==> src/rtl/fp_pack.sv <==
// Normalize / round-to-nearest-even / pack stage of the binary64 adder.
// One normalization shift per cycle; valid/ready on both sides, one operation in flight.
module fp_pack #(
    parameter int EW = 13,
    parameter int FW = 57
) (
    input  logic                 clk,
    input  logic                 rst_n,
    input  logic                 in_valid,
    output logic                 in_ready,
    input  logic                 s,
    input  logic signed [EW-1:0] e,
    input  logic        [FW-1:0] f,
    input  logic                 INFs,
    input  logic                 NANs,
    input  logic                 INV,
    output logic                 out_valid,
    input  logic                 out_ready,
    output logic        [63:0]   z,
    output logic                 ovf,
    output logic                 inx
);

    localparam logic [1:0] ST_IDLE  = 2'd0;
    localparam logic [1:0] ST_NORM  = 2'd1;
    localparam logic [1:0] ST_ROUND = 2'd2;
    localparam logic [1:0] ST_DONE  = 2'd3;

    // Rounded mantissa width: hidden bit plus 52 fraction bits.
    localparam int MW = FW - 4;

    localparam logic signed [EW-1:0] E_ONE  = EW'(1);
    localparam logic signed [EW-1:0] E_MAX  = EW'(2047);
    localparam logic signed [EW-1:0] E_COLL = EW'(-57);
    localparam logic        [63:0]   QNAN   = 64'h7FF8_0000_0000_0000;

    logic [1:0]           r_state;
    logic                 r_s;
    logic signed [EW-1:0] r_e;
    logic        [FW-1:0] r_f;
    logic                 r_stk;
    logic [63:0]          r_z;
    logic                 r_ovf;
    logic                 r_inx;

    logic        [FW-1:0] w_nf;
    logic signed [EW-1:0] w_ne;
    logic                 w_shout;
    logic                 w_g;
    logic                 w_rs;
    logic                 w_inc;
    logic        [MW:0]   w_rsum;
    logic                 w_rcarry;
    logic        [MW-1:0] w_rmant;
    logic signed [EW-1:0] w_re;
    logic [63:0]          w_z;
    logic                 w_ovf;
    logic                 w_inx;

    // True while the (F, E) pair still needs a NORM action; lets the FSM skip NORM when idle.
    function automatic logic needs_norm(input logic [FW-1:0] fv, input logic signed [EW-1:0] ev);
        return fv[FW-1] || (ev < E_ONE) || (!fv[FW-2] && (ev > E_ONE));
    endfunction

    function automatic logic rne_up(input logic lsb, input logic g, input logic rs);
        return g & (rs | lsb);
    endfunction

    assign in_ready  = (r_state == ST_IDLE) & rst_n;
    assign out_valid = (r_state == ST_DONE);
    assign z         = r_z;
    assign ovf       = r_ovf;
    assign inx       = r_inx;

    always_comb begin
        w_nf    = r_f;
        w_ne    = r_e;
        w_shout = 1'b0;
        if (r_f[FW-1]) begin
            w_nf    = {1'b0, r_f[FW-1:2], r_f[1] | r_f[0]};
            w_ne    = r_e + E_ONE;
            w_shout = r_f[0];
        end else if (r_e < E_ONE) begin
            // Far below the denormal range every bit ends up in sticky, so collapse in one step.
            if (r_e < E_COLL) begin
                w_nf    = {{(FW-1){1'b0}}, |r_f};
                w_ne    = E_ONE;
                w_shout = |r_f;
            end else begin
                w_nf    = {1'b0, r_f[FW-1:2], r_f[1] | r_f[0]};
                w_ne    = r_e + E_ONE;
                w_shout = r_f[0];
            end
        end else if (!r_f[FW-2] && (r_e > E_ONE)) begin
            w_nf = {r_f[FW-2:0], 1'b0};
            w_ne = r_e - E_ONE;
        end
    end

    always_comb begin
        w_g      = r_f[2];
        w_rs     = |r_f[1:0];
        w_inc    = rne_up(r_f[3], w_g, w_rs);
        w_rsum   = {1'b0, r_f[FW-2:3]} + {{MW{1'b0}}, w_inc};
        w_rcarry = w_rsum[MW];
        w_rmant  = w_rcarry ? w_rsum[MW:1] : w_rsum[MW-1:0];
        w_re     = w_rcarry ? (r_e + E_ONE) : r_e;
        w_inx    = w_g | w_rs | r_stk;
        w_ovf    = 1'b0;
        if (w_re >= E_MAX) begin
            w_z   = {r_s, 11'h7FF, 52'd0};
            w_ovf = 1'b1;
            w_inx = 1'b1;
        end else begin
            // A denormal that rounds into the hidden bit picks up exponent field 1 from E=1.
            w_z = {r_s, (w_rmant[MW-1] ? w_re[10:0] : 11'd0), w_rmant[MW-2:0]};
        end
    end

    always_ff @(posedge clk) begin
        if (!rst_n) begin
            r_state <= ST_IDLE;
            r_z     <= '0;
            r_ovf   <= 1'b0;
            r_inx   <= 1'b0;
        end else begin
            case (r_state)
                ST_IDLE: begin
                    if (in_valid) begin
                        r_s   <= s;
                        r_e   <= e;
                        r_f   <= f;
                        r_stk <= 1'b0;
                        if (INV || NANs) begin
                            r_z     <= QNAN;
                            r_ovf   <= 1'b0;
                            r_inx   <= 1'b0;
                            r_state <= ST_DONE;
                        end else if (INFs) begin
                            r_z     <= {s, 11'h7FF, 52'd0};
                            r_ovf   <= 1'b0;
                            r_inx   <= 1'b0;
                            r_state <= ST_DONE;
                        end else if (f == '0) begin
                            r_z     <= {s, 63'd0};
                            r_ovf   <= 1'b0;
                            r_inx   <= 1'b0;
                            r_state <= ST_DONE;
                        end else begin
                            r_state <= needs_norm(f, e) ? ST_NORM : ST_ROUND;
                        end
                    end
                end
                ST_NORM: begin
                    r_f     <= w_nf;
                    r_e     <= w_ne;
                    r_stk   <= r_stk | w_shout;
                    r_state <= needs_norm(w_nf, w_ne) ? ST_NORM : ST_ROUND;
                end
                ST_ROUND: begin
                    r_z     <= w_z;
                    r_ovf   <= w_ovf;
                    r_inx   <= w_inx;
                    r_state <= ST_DONE;
                end
                default: begin
                    if (out_ready) begin
                        r_state <= ST_IDLE;
                    end
                end
            endcase
        end
    end

endmodule

==> config.mk <==
export PLATFORM = sky130hd
export DESIGN_NAME = fp_pack
export DESIGN_NICKNAME = d
export VERILOG_FILES = /design/src/rtl/fp_pack.sv
export SDC_FILE = /design/constraint.sdc
export NUM_CORES = 1
export LEC_CHECK = 0
export BUFFER_PORTS_ARGS = -buffer_cell sky130_fd_sc_hd__buf_2
export CAP_MARGIN = 10
export CORE_MARGIN = 4
export CORE_UTILIZATION = 30
export CTS_CLUSTER_DIAMETER = 100
export DETAILED_ROUTE_END_ITERATION = 8
export PLACE_DENSITY_LB_ADDON = 0.2
export SLEW_MARGIN = 20
export SYNTH_ARGS = -nofsm -noshare
export SYNTH_HDL_FRONTEND = slang
export SYNTH_SLANG_ARGS = --single-unit
==> constraint.sdc <==
create_clock -name clk -period 11.49 [get_ports clk]
set_input_delay 2.298 -clock clk [delete_from_list [all_inputs] [get_ports clk]]
set_output_delay 2.298 -clock clk [all_outputs]
set_load 0.01 [all_outputs]
* Yosys cells after proc, flatten, opt, wreduce, memory -nomap -nowiden *
Index checks and enable logic that the tools add are counted.

cells by class
  $add $sub $neg = 3
  multipliers = 0
  div/mod/pow operators = 0
  magnitude comparators = 8
  eq/ne operators = 6
  shift-type cells = 0
  multiplexer cells = 42
  bitwise gates (word level) = 7
  reductions and logical operators = 23

operators with widths
  cell                                                   number
  two-way mux 64 bit                                     4
  two-way mux 57 bit                                     4
  case mux 64 bit (2 select lines)                       1
  case mux 57 bit (2 select lines)                       1
  two-way mux 13 bit                                     6
  two-way mux 63 bit                                     1
  logical NOT 57 bit                                     1
  OR reduction 57 bit                                    1
  two-way mux 55 bit                                     1
  adder 53 x 1 -> 54 bit                                 1
  two-way mux 53 bit                                     1
  > comparator 13 x 2 -> 1 bit, second input constant    3
  < comparator 13 x 2 -> 1 bit, second input constant    3
  case mux 13 bit (2 select lines)                       1
  two-way mux 2 bit                                      7
  adder 13 x 2 -> 13 bit, second input constant          1
  >= comparator 13 x 12 -> 1 bit, second input constant  1
  < comparator 13 x 7 -> 1 bit, second input constant    1
  subtractor 13 x 2 -> 13 bit, second input constant     1
  two-way mux 11 bit                                     1
  two-way mux 1 bit                                      10
  AND reduction 3 bit                                    3
  case mux 1 bit (2 select lines)                        3
  case mux 2 bit (3 select lines)                        1
  other kinds (16)                                       31

word-level totals
  register bits after elaboration = 140
  latch bits = 0
  memory bits (writable) = 0
  ROM bits = 0
  bits of input ports = 78
  output and inout port bits = 68
  word-level logic and storage cells = 98
  memories kept = 0

* Longest topological paths before layout *
Gate-level depths: netlist of run 1.

  depth after elaboration = 10
  gate-level depth with buffers = 13
  gate-level depth less buffers = 11

* Worst setup path before layout of run 1 *
OpenSTA, ideal clock, no wires.

  path type = input to register
  start point = in in_valid
  end point = reg r_f[0] (enable)
  setup time = 552 ps
  data arrival time = 7,760 ps
  path slack = 3,178 ps
  stages = 3
  buffers on the path = 0
  path through = nand2_1 -> a21boi_0 -> a21boi_0

on the way
  cells in the longest elaborated chain, start to end = 2

RTL lines
  what                                  RTL line  RTL
  start, declared                       9         input logic in_valid,
  != test 2 bit (no source line)        n/a
  AND reduction 4 bit (no source line)  n/a
  end signal, assigned                  155       r_f <= w_nf;
  end, declared                         40        logic [FW-1:0] r_f;

No other way between the ends.
A chain may end at the register's enable or synchronous reset.

* Worst setup path in the final report of run 1 *
  start point = in rst_n
  end point = out in_ready

on the way
  cells in the longest elaborated chain, start to end = 1

RTL lines
  what             RTL line  RTL
  start, declared  8         input logic rst_n,
  AND 1 bit        69        assign in_ready = (r_state == ST_IDLE) & rst_n;
  end, declared    10        output logic in_ready,

No other way between the ends.

==> results of run 1 <==
[per-layer routing]
metal / wire length (microns) / share of wire [%] / track usage (%)
met5: 16 / 0.054 / 0
met4: 429 / 1.4 / 4.64
met1: 14100 / 47 / 26.8
met3: 2010 / 6.7 / 3.22
met2: 13400 / 45 / 27.7
[power by group]
part           internal [W]  switching [W]
clock network      0.000345       0.000241
registers          0.000671       0.000150
logic              0.000247       0.000412
[worst paths after layout]
path / to / start / depth (start not counted) / slack (ps)
worst max-delay path: in_ready / rst_n / 3 / 6220
worst min-delay path: z[50]$_SDFFE_PN0P_ / z[50]$_SDFFE_PN0P_ / 2 / 450
worst max register to register: z[4]$_SDFFE_PN0P_ / r_f[24]$_DFFE_PP_ / 9 / 6990
worst min register to register: z[50]$_SDFFE_PN0P_ / z[50]$_SDFFE_PN0P_ / 2 / 450
[metrics by stage]
step | instance area (sq um) | setup slack, ps | std cells | hold WS (ps)
floorplan | 8710 | 3180 | 1026 | 479
global placement | 9610 | 5880 | 1469 | 431
detailed placement | 9620 | 5810 | 1469 | 439
CTS | 10200 | 6220 | 1501 | 453
global route | 10200 | 6180 | 1501 | 471
finish | 10200 | 6220 | 1501 | 445
[worst max-delay path, stage by stage]
cell    delay (ps)
buf_2          360
and2_1         180
buf_2          130
[registers in the layout, indices dropped and copies added (netlist names)]
| register | cells |
|---|---|
| z | 64 |
| r_state | 2 |
| inx | 1 |
| r_s | 1 |
| r_e | 13 |
| r_f | 57 |
| ovf | 1 |
| r_stk | 1 |
[area by class of cell]
cell class,instances,area (sq um)
Timing Repair Buffer,151,771
Sequential cell,140,3520
Inverter,20,75.1
Tap cell,384,480
Fill cell,3097,18500
Clock buffer,20,468
Multi-Input combinational cell,774,4780
Clock inverter,12,148
[cells by family (layout without fill, tap and decap cells)]
group | count (synthesis) | count (layout) | share of synthesized area [%]
simple gates | 415 | 415 | 23.9
xor+xnor | 62 | 62 | 6.23
buf+inv | 112 | 203 | 5.54
mux | 13 | 13 | 1.59
fa+ha+maj | 8 | 8 | 1.15
compound gates | 276 | 276 | 21.1
flops | 140 | 140 | 40.4
[cells in the mapped netlist (3+ instances only)]
library cell,n,area share [%]
mux2_2,7,0.90
mux2i_1,6,0.69
xor2_1,37,3.7
a21oi_1,74,4.3
nor2b_1,5,0.36
xnor2_1,25,2.5
o31ai_1,3,0.26
buf_1,7,0.30
buf_6,4,0.52
or2_2,4,0.29
and4_1,13,1.3
nor3_1,17,0.98
nor2_1,96,4.1
o21a_1,3,0.26
or4b_1,3,0.34
or3_1,7,0.50
o21ai_0,59,3.4
nand3_1,35,2.0
nand2b_1,9,0.65
and2_1,12,0.86
and3_1,17,1.2
a22oi_1,55,4.7
ha_1,8,1.1
a31oi_1,8,0.57
nor4b_1,3,0.30
nor4_1,33,2.4
o211ai_1,5,0.43
nand4_1,30,2.2
edfxtp_1,72,25
a22o_1,25,2.5
a32oi_1,4,0.40
dfxtp_1,68,16
nand2_1,119,5.1
a21boi_0,4,0.34
a41o_1,3,0.34
inv_1,20,0.86
a41oi_1,3,0.30
clkbuf_1,59,2.5
buf_2,19,1.1
==> metrics.cfg, run 1 <==
[logic_synthesis]
syn-num-nets = 1112
seq_area_frac_synth_pct = 40.4
synth_area_sq_um = 8710
syn_inst = 1026
syn_area_per_cell_sq_um = 8.49
synth_edf_count = 72
ys_ff_latch = 140
synth_cell_types = 76
yosysWarnings = 0
async_flop_share_pct = 0
ys.flop_type = edfxtp_1

[cts]
insertion_delay_ps = 430
cts_buffer_depth = 2
cts_made_buffers = 17
cts_hold_buf = 0
clk_pin_slew_ps = 60
ctsResizeCount = 0
clock_sinks = 140
cts_tree = built
htreeDepth = 4
root_buffer = clkbuf_16
postCtsSetupBuffers = 0

[run_status]
status = finished clean

[worst_setup_path]
cp.required_ps = 9190
crit_path_end_kind = output pin
crit_arrival_ps = 2970
start_kind = input pin
critPathMaxFanout = 24
crit_type = input pin to output pin

[grt]
globalRouteOverflowTotal = 0
grt_pass1_vias = 7631
antenna_found_initial = 2
grt.total_usage_pct = 18.3
grt_pass1_wl_microns = 45400
grt_max_degree = 87

[detailed_routing]
dr.pass1.iters = 5
wl_per_cell_microns = 19.9
vias = 8245
post-route-drc-count = 0
drt-total-wl_microns = 29900
via_per_inst = 5.49
drtIter0Drc = 726
antenna_left = 0

[finish]
diodes = 0
layout.nets = 1190
layout_common_cells = buf_2 (145), nand2_1 (119), nor2_1 (95)
drive_above_1_share_pct = 18.8
final_common_cell = buf_2
areaGrowthSynthToFinish_pct = 17.6
final_core_util_pct = 35.7

[placed_design]
hpwl_microns = 21700
globalplace.congestion = 0.886
portBuffers = 145

[sta]
period_minus_slack_ps = 5270
maxSlewHeadroom_pct = 28.5
hold_viol = 0
fin_tns_setup_ps = 0
drv_slew = 0
rsz0062_at_grt = no
min_period_over_period_pct = 45.8
fin_skew_ps = 14.1
setup-violations-final = 0
fmax_mhz = 190
worst_slew_pin_slew_ps = 1070

[pwr]
p_leak_nw = 3.86
p_total_w = 0.00207
ir_worst_vdd_mv = 0.118
p_per_area_nw_per_um2 = 202

[floorplan]
die_area_sq_um = 31800
coreArea_sq_um = 28700
placementRows = 62
die_y_microns = 178
ioPinCount = 146
die_w_microns = 178
start_util_pct = 30.4

[worst_hold_path]
hold_path.class = flip-flop to flip-flop

[job]
cap_violations = 0

Power figures use the tool's default switching activity.
==> run 2, diff against run 1 <==
- ABC_AREA: unset -> 1
- clock period: 11.49 -> 4.7 ns (I/O delays scaled with it)
==> metrics.cfg, run 2 <==
[run_status]
status = finished clean  ; unchanged

[grt]
grt_max_degree = 68  ; was 87
grt_pass1_wl_microns = 51100  ; was 45,400 microns
grt.total_usage_pct = 19.3  ; was 18.3%
antenna_found_initial = 0  ; was 2
globalRouteOverflowTotal = 0  ; unchanged
grt_pass1_vias = 8736  ; was 7,631

[worst_setup_path]
max_stage_delay_ps = 510  ; was 360 ps
reg2reg_depth = 15  ; was 9
crit_path_end_kind = flip-flop  ; was output pin
crit_arrival_ps = 3930  ; was 2970 ps
crit_type = flip-flop to flip-flop  ; was input pin to output pin
path_buf_inv = 2  ; unchanged
cp.depth = 15  ; was 3
worstPathCellList = inv_2 > nor3_1 > nand2_1 > nor2_1 > nand4_1 > nor2_4 > inv_2 > a21oi_1 > nand2_1 > nor2_1 > nand3_1 > nand2_2 > nand2_2 > o211ai_1 > a21oi_1  ; was buf_2 > and2_1 > buf_2
start_kind = flip-flop  ; was input pin
critPathMaxFanout = 52  ; was 24
crit_slowest_cell = nand2_2  ; was buf_2
crit_family = simple AND/OR/NAND/NOR gates  ; was buffers and inverters
cp.required_ps = 4990  ; was 9190 ps

[cts]
insertion_delay_ps = 440  ; was 430 ps
cts_hold_buf = 0  ; unchanged
postCtsSetupBuffers = 0  ; unchanged
cts_made_buffers = 17  ; unchanged
clk_pin_slew_ps = 70  ; was 60 ps
cts_tree = built  ; unchanged
cts_buffer_depth = 2  ; unchanged
htreeDepth = 4  ; unchanged
root_buffer = clkbuf_16  ; unchanged
ctsResizeCount = 0  ; unchanged
clock_sinks = 140  ; unchanged

[placed_design]
hpwl_microns = 25700  ; was 21,700 microns
portBuffers = 145  ; unchanged
globalplace.congestion = 0.920  ; was 0.886
placed_area_sq_um = 10200  ; was 9620 sq um

[floorplan]
coreArea_sq_um = 30000  ; was 28,700 sq um
die_area_sq_um = 33600  ; was 31,800 sq um
die_w_microns = 183  ; was 178 microns
die_y_microns = 183  ; was 178 microns
ioPinCount = 146  ; unchanged
placementRows = 63  ; was 62
start_util_pct = 30.8  ; was 30.4%

[finish]
areaGrowthSynthToFinish_pct = 17.6  ; about the same
layout_common_cells = nand2_1 (332), buf_2 (145), nor2_1 (131)  ; was buf_2 (145), nand2_1 (119), nor2_1 (95)
layout.nets = 1480  ; was 1,190
largest_reg_flops = 64  ; unchanged
final_cell_area_sq_um = 10900  ; was 10,200 sq um
nFillCells = 3270  ; was 3,097
diodes = 0  ; unchanged
final_common_cell = nand2_1  ; was buf_2
drive_above_1_share_pct = 17.4  ; was 18.8%

[logic_synthesis]
synth_area_sq_um = 9230  ; was 8710 sq um
ys.flop_type = edfxtp_1  ; unchanged
async_flop_share_pct = 0  ; unchanged
seq_area_frac_synth_pct = 38.2  ; was 40.4%
yosys.area.top_type_share_pct = 23.4  ; was 24.8%
syn_inst = 1285  ; was 1,026
syn_area_per_cell_sq_um = 7.18  ; was 8.49 sq um
yosysWarnings = 0  ; unchanged
syn-num-nets = 1371  ; was 1,112
synth_common_cells = nand2_1 (334), nor2_1 (132), inv_1 (113)  ; was nand2_1 (119), nor2_1 (96), a21oi_1 (74)
synth.largest_area_cell = edfxtp_1  ; unchanged
synth.area.top_cells = edfxtp_1 (23%), dfxtp_1 (15%), nand2_1 (14%), nor2_1 (5.4%), xor2_1 (5.0%)  ; was edfxtp_1 (25%), dfxtp_1 (16%), nand2_1 (5.1%), a22oi_1 (4.7%), a21oi_1 (4.3%)
synth_most_common_cell = nand2_1  ; unchanged
ys_ff_latch = 140  ; unchanged
synth_edf_count = 72  ; unchanged
synth_cell_types = 45  ; was 76

[detailed_routing]
vias = 9410  ; was 8,245
via_per_inst = 5.24  ; was 5.49
antenna_left = 0  ; unchanged
post-route-drc-count = 0  ; unchanged
dr.pass1.iters = 9  ; was 5
drt-total-wl_microns = 33300  ; was 29,900 microns
drtIter0Drc = 1011  ; was 726
wl_per_cell_microns = 18.5  ; was 19.9 microns

[pwr]
p_per_area_nw_per_um2 = 543  ; was 202 nW/um^2
ir_worst_vdd_mv = 0.297  ; was 0.118 mV
p_leak_nw = 4.61  ; was 3.86 nW

[sta]
period_minus_slack_ps = 3640
setup-violations-final = 0  ; unchanged
fmax_mhz = 275
fin_tns_setup_ps = 0  ; unchanged
hold_viol = 0  ; unchanged
worst_slew_pin_slew_ps = 906  ; was 1070 ps
min_period_over_period_pct = 77.5
drv_slew = 0  ; unchanged
fin_skew_ps = 17.3  ; was 14.1 ps
maxSlewHeadroom_pct = 39.4  ; was 28.5%
rsz0062_at_grt = no  ; unchanged

[worst_hold_path]
hold-path-cell-count = 2  ; unchanged
hold_path.class = flip-flop to flip-flop  ; unchanged

[job]
cap_violations = 0  ; unchanged

[run 2: layout make-up]
| type | instances | area (sq um) | share of cell area (%) |
|---|---|---|---|
| clock buffer | 19 | 454 | 4.19 |
| clock inverter | 13 | 150 | 1.38 |
| inverter | 135 | 507 | 4.67 |
| multi-input combinational | 943 | 4900 | 45.2 |
| sequential | 140 | 3520 | 32.5 |
| tap | 390 | 488 | 4.50 |
| timing repair buffer | 157 | 828 | 7.63 |
[run 2: metal layers]
| metal | vias to the layer above | routed length (microns) | track usage (%) |
|---|---|---|---|
| li1 | 4606 | - | - |
| met4 | 0 | 512 | 4.71 |
| met1 | 4410 | 17200 | 31.5 |
| met2 | 362 | 13100 | 25.8 |
| met5 | - | 0 | 0 |
| met3 | 32 | 2500 | 3.25 |
[run 2: tightest hold or removal path, delay by kind of cell (launching register included)]
| kind | cells | cell delay [ps] |
|---|---|---|
| DFF | 1 | 310 |
| and+or+nand+nor | 1 | 60 |
| AOI/OAI and AO/OA | 1 | 50 |
[run 2: worst paths after layout]
kind                       from            endpoint  slack (ps)
max           r_f[31]$_DFFE_PP_  z[25]$_SDFFE_PN0P_        1060
min          z[23]$_SDFFE_PN0P_  z[23]$_SDFFE_PN0P_         460
max reg2reg   r_f[31]$_DFFE_PP_  z[25]$_SDFFE_PN0P_        1060
min reg2reg  z[23]$_SDFFE_PN0P_  z[23]$_SDFFE_PN0P_         460
[run 2: stage by stage]
step	std cells	worst slack, ps	hold WS (ps)	utilization (%)	total power, W
floorplan	1285	620	477	-	0.00362
global placement	1765	964	454	34.2	0.00445
detailed placement	1765	962	454	34.2	0.00446
CTS	1797	1100	465	36.2	0.00590
global route	1797	679	485	36.2	0.00629
finish	1797	1060	461	36.2	0.00589
[run 2: kinds of logic (layout without fill, tap and decap cells)]
kind of cell	Yosys count	after routing	share of synthesized area, %
DFF	140	140	38.2
buffers and inverters	202	324	8.88
adders and majority gates	8	8	1.08
AOI/OAI and AO/OA	192	192	13.3
and+or+nand+nor	688	688	33.2
xor gates and xnor gates	55	55	5.30
[run 2: power by group]
group          leakage [nW]  total (W)  switching, W  internal, W
combinational          3.08    0.00243       0.00172     0.000714
sequential             1.23    0.00202      0.000317      0.00170
clock                 0.303    0.00144      0.000611     0.000828
